===== config.mk =====
export PLATFORM = sky130hd
export DESIGN_NAME = switch_debouncer
export DESIGN_NICKNAME = d
export VERILOG_FILES = /design/src/rtl/switch_pkg.sv /design/src/rtl/debounce_bit.sv /design/src/rtl/switch_debouncer.sv
export SDC_FILE = /design/constraint.sdc
export NUM_CORES = 1
export LEC_CHECK = 0
export BUFFER_PORTS_ARGS = -buffer_cell sky130_fd_sc_hd__buf_2
export CAP_MARGIN = 10
export CELL_PAD_IN_SITES_DETAIL_PLACEMENT = 2
export CELL_PAD_IN_SITES_GLOBAL_PLACEMENT = 2
export CORE_MARGIN = 3
export CORE_UTILIZATION = 44
export DETAILED_ROUTE_END_ITERATION = 10
export PLACE_DENSITY_LB_ADDON = 0.1
export SYNTH_ARGS = -nofsm -noshare
export SYNTH_HDL_FRONTEND = slang
export SYNTH_SLANG_ARGS = --single-unit
export TNS_END_PERCENT = 1

===== constraint.sdc =====
create_clock -name clk -period 4.4 [get_ports clk]
set_input_delay 0 -clock clk [delete_from_list [all_inputs] [get_ports clk]]
set_output_delay 0 -clock clk [all_outputs]
set_load 0.005 [all_outputs]

===== src/rtl/switch_pkg.sv =====
// switch_pkg: shared switch-bank constants and the per-bit debounce state type.
package switch_pkg;
  localparam int SW_WIDTH = 16;
  localparam int CLK_HZ = 100_000_000;
  localparam int DEBOUNCE_MS = 10;
  localparam int DEBOUNCE_CYCLES_DEFAULT = CLK_HZ / 1000 * DEBOUNCE_MS;
  typedef enum logic {STABLE, PENDING} db_state_t;
endpackage


===== src/rtl/debounce_bit.sv =====
// debounce_bit: one switch bit: 2-flop synchroniser, stability counter and debounced level flop.
module debounce_bit
  import switch_pkg::*;
#(
  parameter int DEBOUNCE_CYCLES = DEBOUNCE_CYCLES_DEFAULT
) (
  input  logic clk,
  input  logic rst_n,
  input  logic raw,
  output logic db,
  output logic changed,
  output logic toggle
);
  localparam int CNT_W = $clog2(DEBOUNCE_CYCLES);
  localparam logic [CNT_W-1:0] LAST = CNT_W'(DEBOUNCE_CYCLES - 1);
  logic sync1, sync2, db_next;
  logic [CNT_W-1:0] cnt, cnt_next;
  db_state_t state;
  // state is implied by sync2 vs db, so no separate state register is kept
  always_comb begin
    state = (sync2 != db) ? PENDING : STABLE;
    toggle = (state == PENDING) && (cnt == LAST);
    cnt_next = (state == STABLE || toggle) ? '0 : cnt + 1'b1;
    db_next = toggle ? sync2 : db;
  end
  always_ff @(posedge clk or negedge rst_n)
    if (!rst_n) {sync1, sync2, cnt, db, changed} <= '0;
    else begin
      sync1 <= raw;
      sync2 <= sync1;
      cnt <= cnt_next;
      db <= db_next;
      changed <= toggle;
    end
endmodule


===== src/rtl/switch_debouncer.sv =====
// switch_debouncer: WIDTH independent debounced switch bits plus change-pulse reporting.
module switch_debouncer
  import switch_pkg::*;
#(
  parameter int WIDTH = SW_WIDTH,
  parameter int DEBOUNCE_CYCLES = DEBOUNCE_CYCLES_DEFAULT
) (
  input  logic             clk,
  input  logic             rst_n,
  input  logic [WIDTH-1:0] sw_raw,
  output logic [WIDTH-1:0] sw_db,
  output logic [WIDTH-1:0] changed_mask,
  output logic             sw_changed
);
  logic [WIDTH-1:0] toggle;
  for (genvar i = 0; i < WIDTH; i++) begin : g_bit
    debounce_bit #(.DEBOUNCE_CYCLES(DEBOUNCE_CYCLES)) u_bit (
      .clk(clk),
      .rst_n(rst_n),
      .raw(sw_raw[i]),
      .db(sw_db[i]),
      .changed(changed_mask[i]),
      .toggle(toggle[i])
    );
  end
  // registered from the unregistered toggles so it lines up with changed_mask
  always_ff @(posedge clk or negedge rst_n)
    if (!rst_n) sw_changed <= 1'b0;
    else sw_changed <= |toggle;
endmodule


==> flow_summary_export.csv <==
group,metric,value,unit
finish,n_antenna_cell,0,
timing,worst_pin_slew,1.11,ns
worst_setup_path,crit_slowest_cell,"o32ai_1",
worst_setup_path,cp_cell_sequence,"or4_1, or4_1, o32ai_1, nor4_1, nand3_1",
timing,final.period_utilization,0.634,
place,post_dp_cell_area,18600,um^2
power,p_per_area,376,nW/um^2
finish,final_cell_count_no_fill,2385,
floorplan,die_h,209,um
worst_setup_path,max_stage_delay,0.81,ns
clocking,cts_num_sinks,385,
timing,slew_violations,0,
grt,grt_first_pass_wirelength,76.8,mm
finish,area_delta_synth_final,12.1,%
floorplan,dieArea,43500,um^2
yosys,synth.area.top_cells,"dfrtp_1, nor2_1, xnor2_1, xor2_1, nand3_1",
grt,antenna_found_initial,0,
finish,design_area,20200,um^2
timing,fin_crit,2.79,ns
place,place_inst,2294,
yosys,syn_avg_cell_area,10.1,um^2
timing,timing.max_slew.rel_slack,0.254,
finish,fin_nets,1866,
yosys,ys.flop_type,"dfrtp_1",
power,p_total,7.61,mW
drt,vias,12900,
outcome,status,"completed",
place,gp_congestion,0.744,
yosys,synth-edff-count,0,
grt,grt_start_max_net_pins,113,
worst_setup_path,critPathKind,"reg -> reg",
drt,drt_iter0_drc,516,
grt,gr-total-overflow,0,
yosys,syn-cell-area,18000,um^2
drt,wl_per_cell,18.7,um
timing,finalSetupViolCount,0,
timing,max_freq,358,MHz
yosys,synthArstFlopShare,1.00,
floorplan,num_io_pins,51,
timing,fin_hold_ws,0.0811,ns
drt,vias_per_cell,5.42,
drt,first_pass_iters,4,
worst_hold_path,hp-class,"in -> reg",
worst_setup_path,worst_setup_path_end_kind,"register",
grt,grt_use_total,0.210,
clocking,clk_pin_slew,0.06,ns
floorplan,core_area,40100,um^2
place,dp_hpwl,29.3,mm
worst_setup_path,worstPathArrival,3.28,ns
clocking,insertion_delay,0.56,ns
timing,hold_violations,0,
run,maxCapViolCount,0,
yosys,yosys.area.top_type,"dfrtp_1",
floorplan,initial_utilization,0.450,
grt,grt_pass1_vias,14600,
yosys,synth_top_cell_area_share,0.534,
yosys,synth_common_cells,"nor2_1, dfrtp_1, xnor2_1",
yosys,ys_seq_elements,385,
clocking,htreeDepth,2,
power,power_leakage,8.64,nW
clocking,cts_tree,"yes",
yosys,synthesis.instances,1789,
yosys,synth_most_common_cell,"nor2_1",
yosys,synthDistinctLibCells,47,
timing,rsz0062_at_grt,"no",
place,io_buffers,50,
clocking,cts_buffer_depth,3,
worst_setup_path,crit_top_cell,"or4_1",
finish,fillCellCount,4101,
drt,ant_nets,0,
drt,drcViolationCount,0,
finish,layout-drive-gt1-share,0.0866,
worst_setup_path,startpoint_type,"register",
worst_setup_path,required,4.89,ns
yosys,synthesis.nets,1823,
timing,fin_setup_tns,0,ns
yosys,ys_seq_area_frac,0.534,
clocking,cts_buffers,44,
yosys,ys_warn_count,0,
power,peakVddDrop,0.000280,V
floorplan,die_w,209,um
clocking,clockRootBuffer,"clkbuf_16",
timing,clock_skew,0.0178,ns
drt,wl,44.7,mm
floorplan,rows,73,
worst_setup_path,path_max_fanout,4,
==> power breakdown <==
part / switching (mW) / internal, mW
logic: 0.165 / 0.0672
registers: 0.0465 / 3.59
clock network: 1.45 / 2.29
total: 1.66 / 5.95
==> metrics by stage <==
stage,worst slack [ns],util
final,1.61,0.505
after global routing,1.46,0.505
after CTS,1.60,0.505
after detailed placement,1.66,0.464
after global placement,1.67,0.464
after floorplan,2.12,-
==> worst paths after layout <==
| kind | from | end | slack, ns | cells after the start |
|---|---|---|---|---|
| max | g_bit[0].u_bit.cnt[12]$_DFF_PN0_ | sw_changed$_DFF_PN0_ | 1.61 | 5 |
| min | sw_raw[1] | g_bit[1].u_bit.sync1$_DFF_PN0_ | 0.08 | 2 |
| max reg2reg | g_bit[0].u_bit.cnt[12]$_DFF_PN0_ | sw_changed$_DFF_PN0_ | 1.61 | 5 |
| min reg2reg | g_bit[10].u_bit.sync1$_DFF_PN0_ | g_bit[10].u_bit.sync2$_DFF_PN0_ | 0.34 | 0 |
| max in group asynchronous | rst_n | g_bit[13].u_bit.cnt[0]$_DFF_PN0_ | 3.11 | 3 |
| min in group asynchronous | rst_n | g_bit[0].u_bit.cnt[10]$_DFF_PN0_ | 0.09 | 2 |
==> kinds of logic (layout without fill, tap and decap cells) <==
family / after synthesis / after routing / synth area share
AO/OA/AOI/OAI: 10 / 10 / 0.00395
XOR/XNOR: 302 / 302 / 0.147
adder cells (fa/ha/maj): 16 / 16 / 0.0111
buffers and inverters: 117 / 188 / 0.0329
flip-flops: 385 / 385 / 0.534
multiplexers: 17 / 17 / 0.0108
AND/OR/NAND/NOR: 942 / 942 / 0.261
==> worst max-delay path, delay by kind of cell (launching register included) <==
family | cells | cell delay [ns]
simple gates | 4 | 1.48
compound gates | 1 | 0.81
flops | 1 | 0.42
==> flip-flops by register name, indices dropped and copies added (netlist names) <==
signal and flops:
g_bit.u_bit.changed 16, g_bit.u_bit.cnt 320, g_bit.u_bit.db 16, g_bit.u_bit.sync1 16, g_bit.u_bit.sync2 16, sw_changed 1
==> cell type report <==
class                           count  area, um^2  area share
Clock buffer                       63        1270      0.0630
Inverter                           39         146     0.00724
Tap cell                          525         657      0.0325
Multi-Input combinational cell   1287        7820       0.387
Clock inverter                     11         180     0.00891
Sequential cell                   385        9630       0.476
Timing Repair Buffer               75         515      0.0255
==> cell usage in the layout, fill, tap and decap left out, drive strengths merged, types with 2 or more instances in the layout <==
cell type / Yosys / layout
and4: 33 / 33
xor2: 142 / 142
nand3b: 3 / 3
clkinv: 0 / 6
xnor2: 160 / 160
or4b: 4 / 4
o32ai: 4 / 4
or3b: 2 / 2
and3: 42 / 42
nor2: 393 / 393
dlygate4sd3: 0 / 17
nand2b: 5 / 5
nor4b: 23 / 23
or2: 14 / 14
nand4b: 5 / 5
bufinv: 0 / 5
dfrtp: 385 / 385
buf: 47 / 58
or3: 3 / 3
nor4: 26 / 26
inv: 39 / 39
ha: 16 / 16
mux2: 17 / 17
or4: 22 / 22
and2: 4 / 4
nand2: 107 / 107
nor3b: 11 / 11
o21ai: 3 / 3
nor4bb: 8 / 8
nand4: 68 / 68
nor3: 52 / 52
nand3: 113 / 113
clkbuf: 31 / 63
==> routing by layer <==
layer	up-vias	track usage	share of wire
met4	0	0.0598	0.024
met5	-	0	0
met3	69	0.0261	0.024
li1	6084	-	-
met1	6676	0.278	0.45
met2	106	0.366	0.50
==> timing repair <==
action / CTS / global route
buffers inserted: 0 / 0
resized for setup: 0 / 0
hold buffers: 17 / 0
endpoints found under the hold margin: 123 / 0
Note: power is estimated with default switching activity, not from simulation.
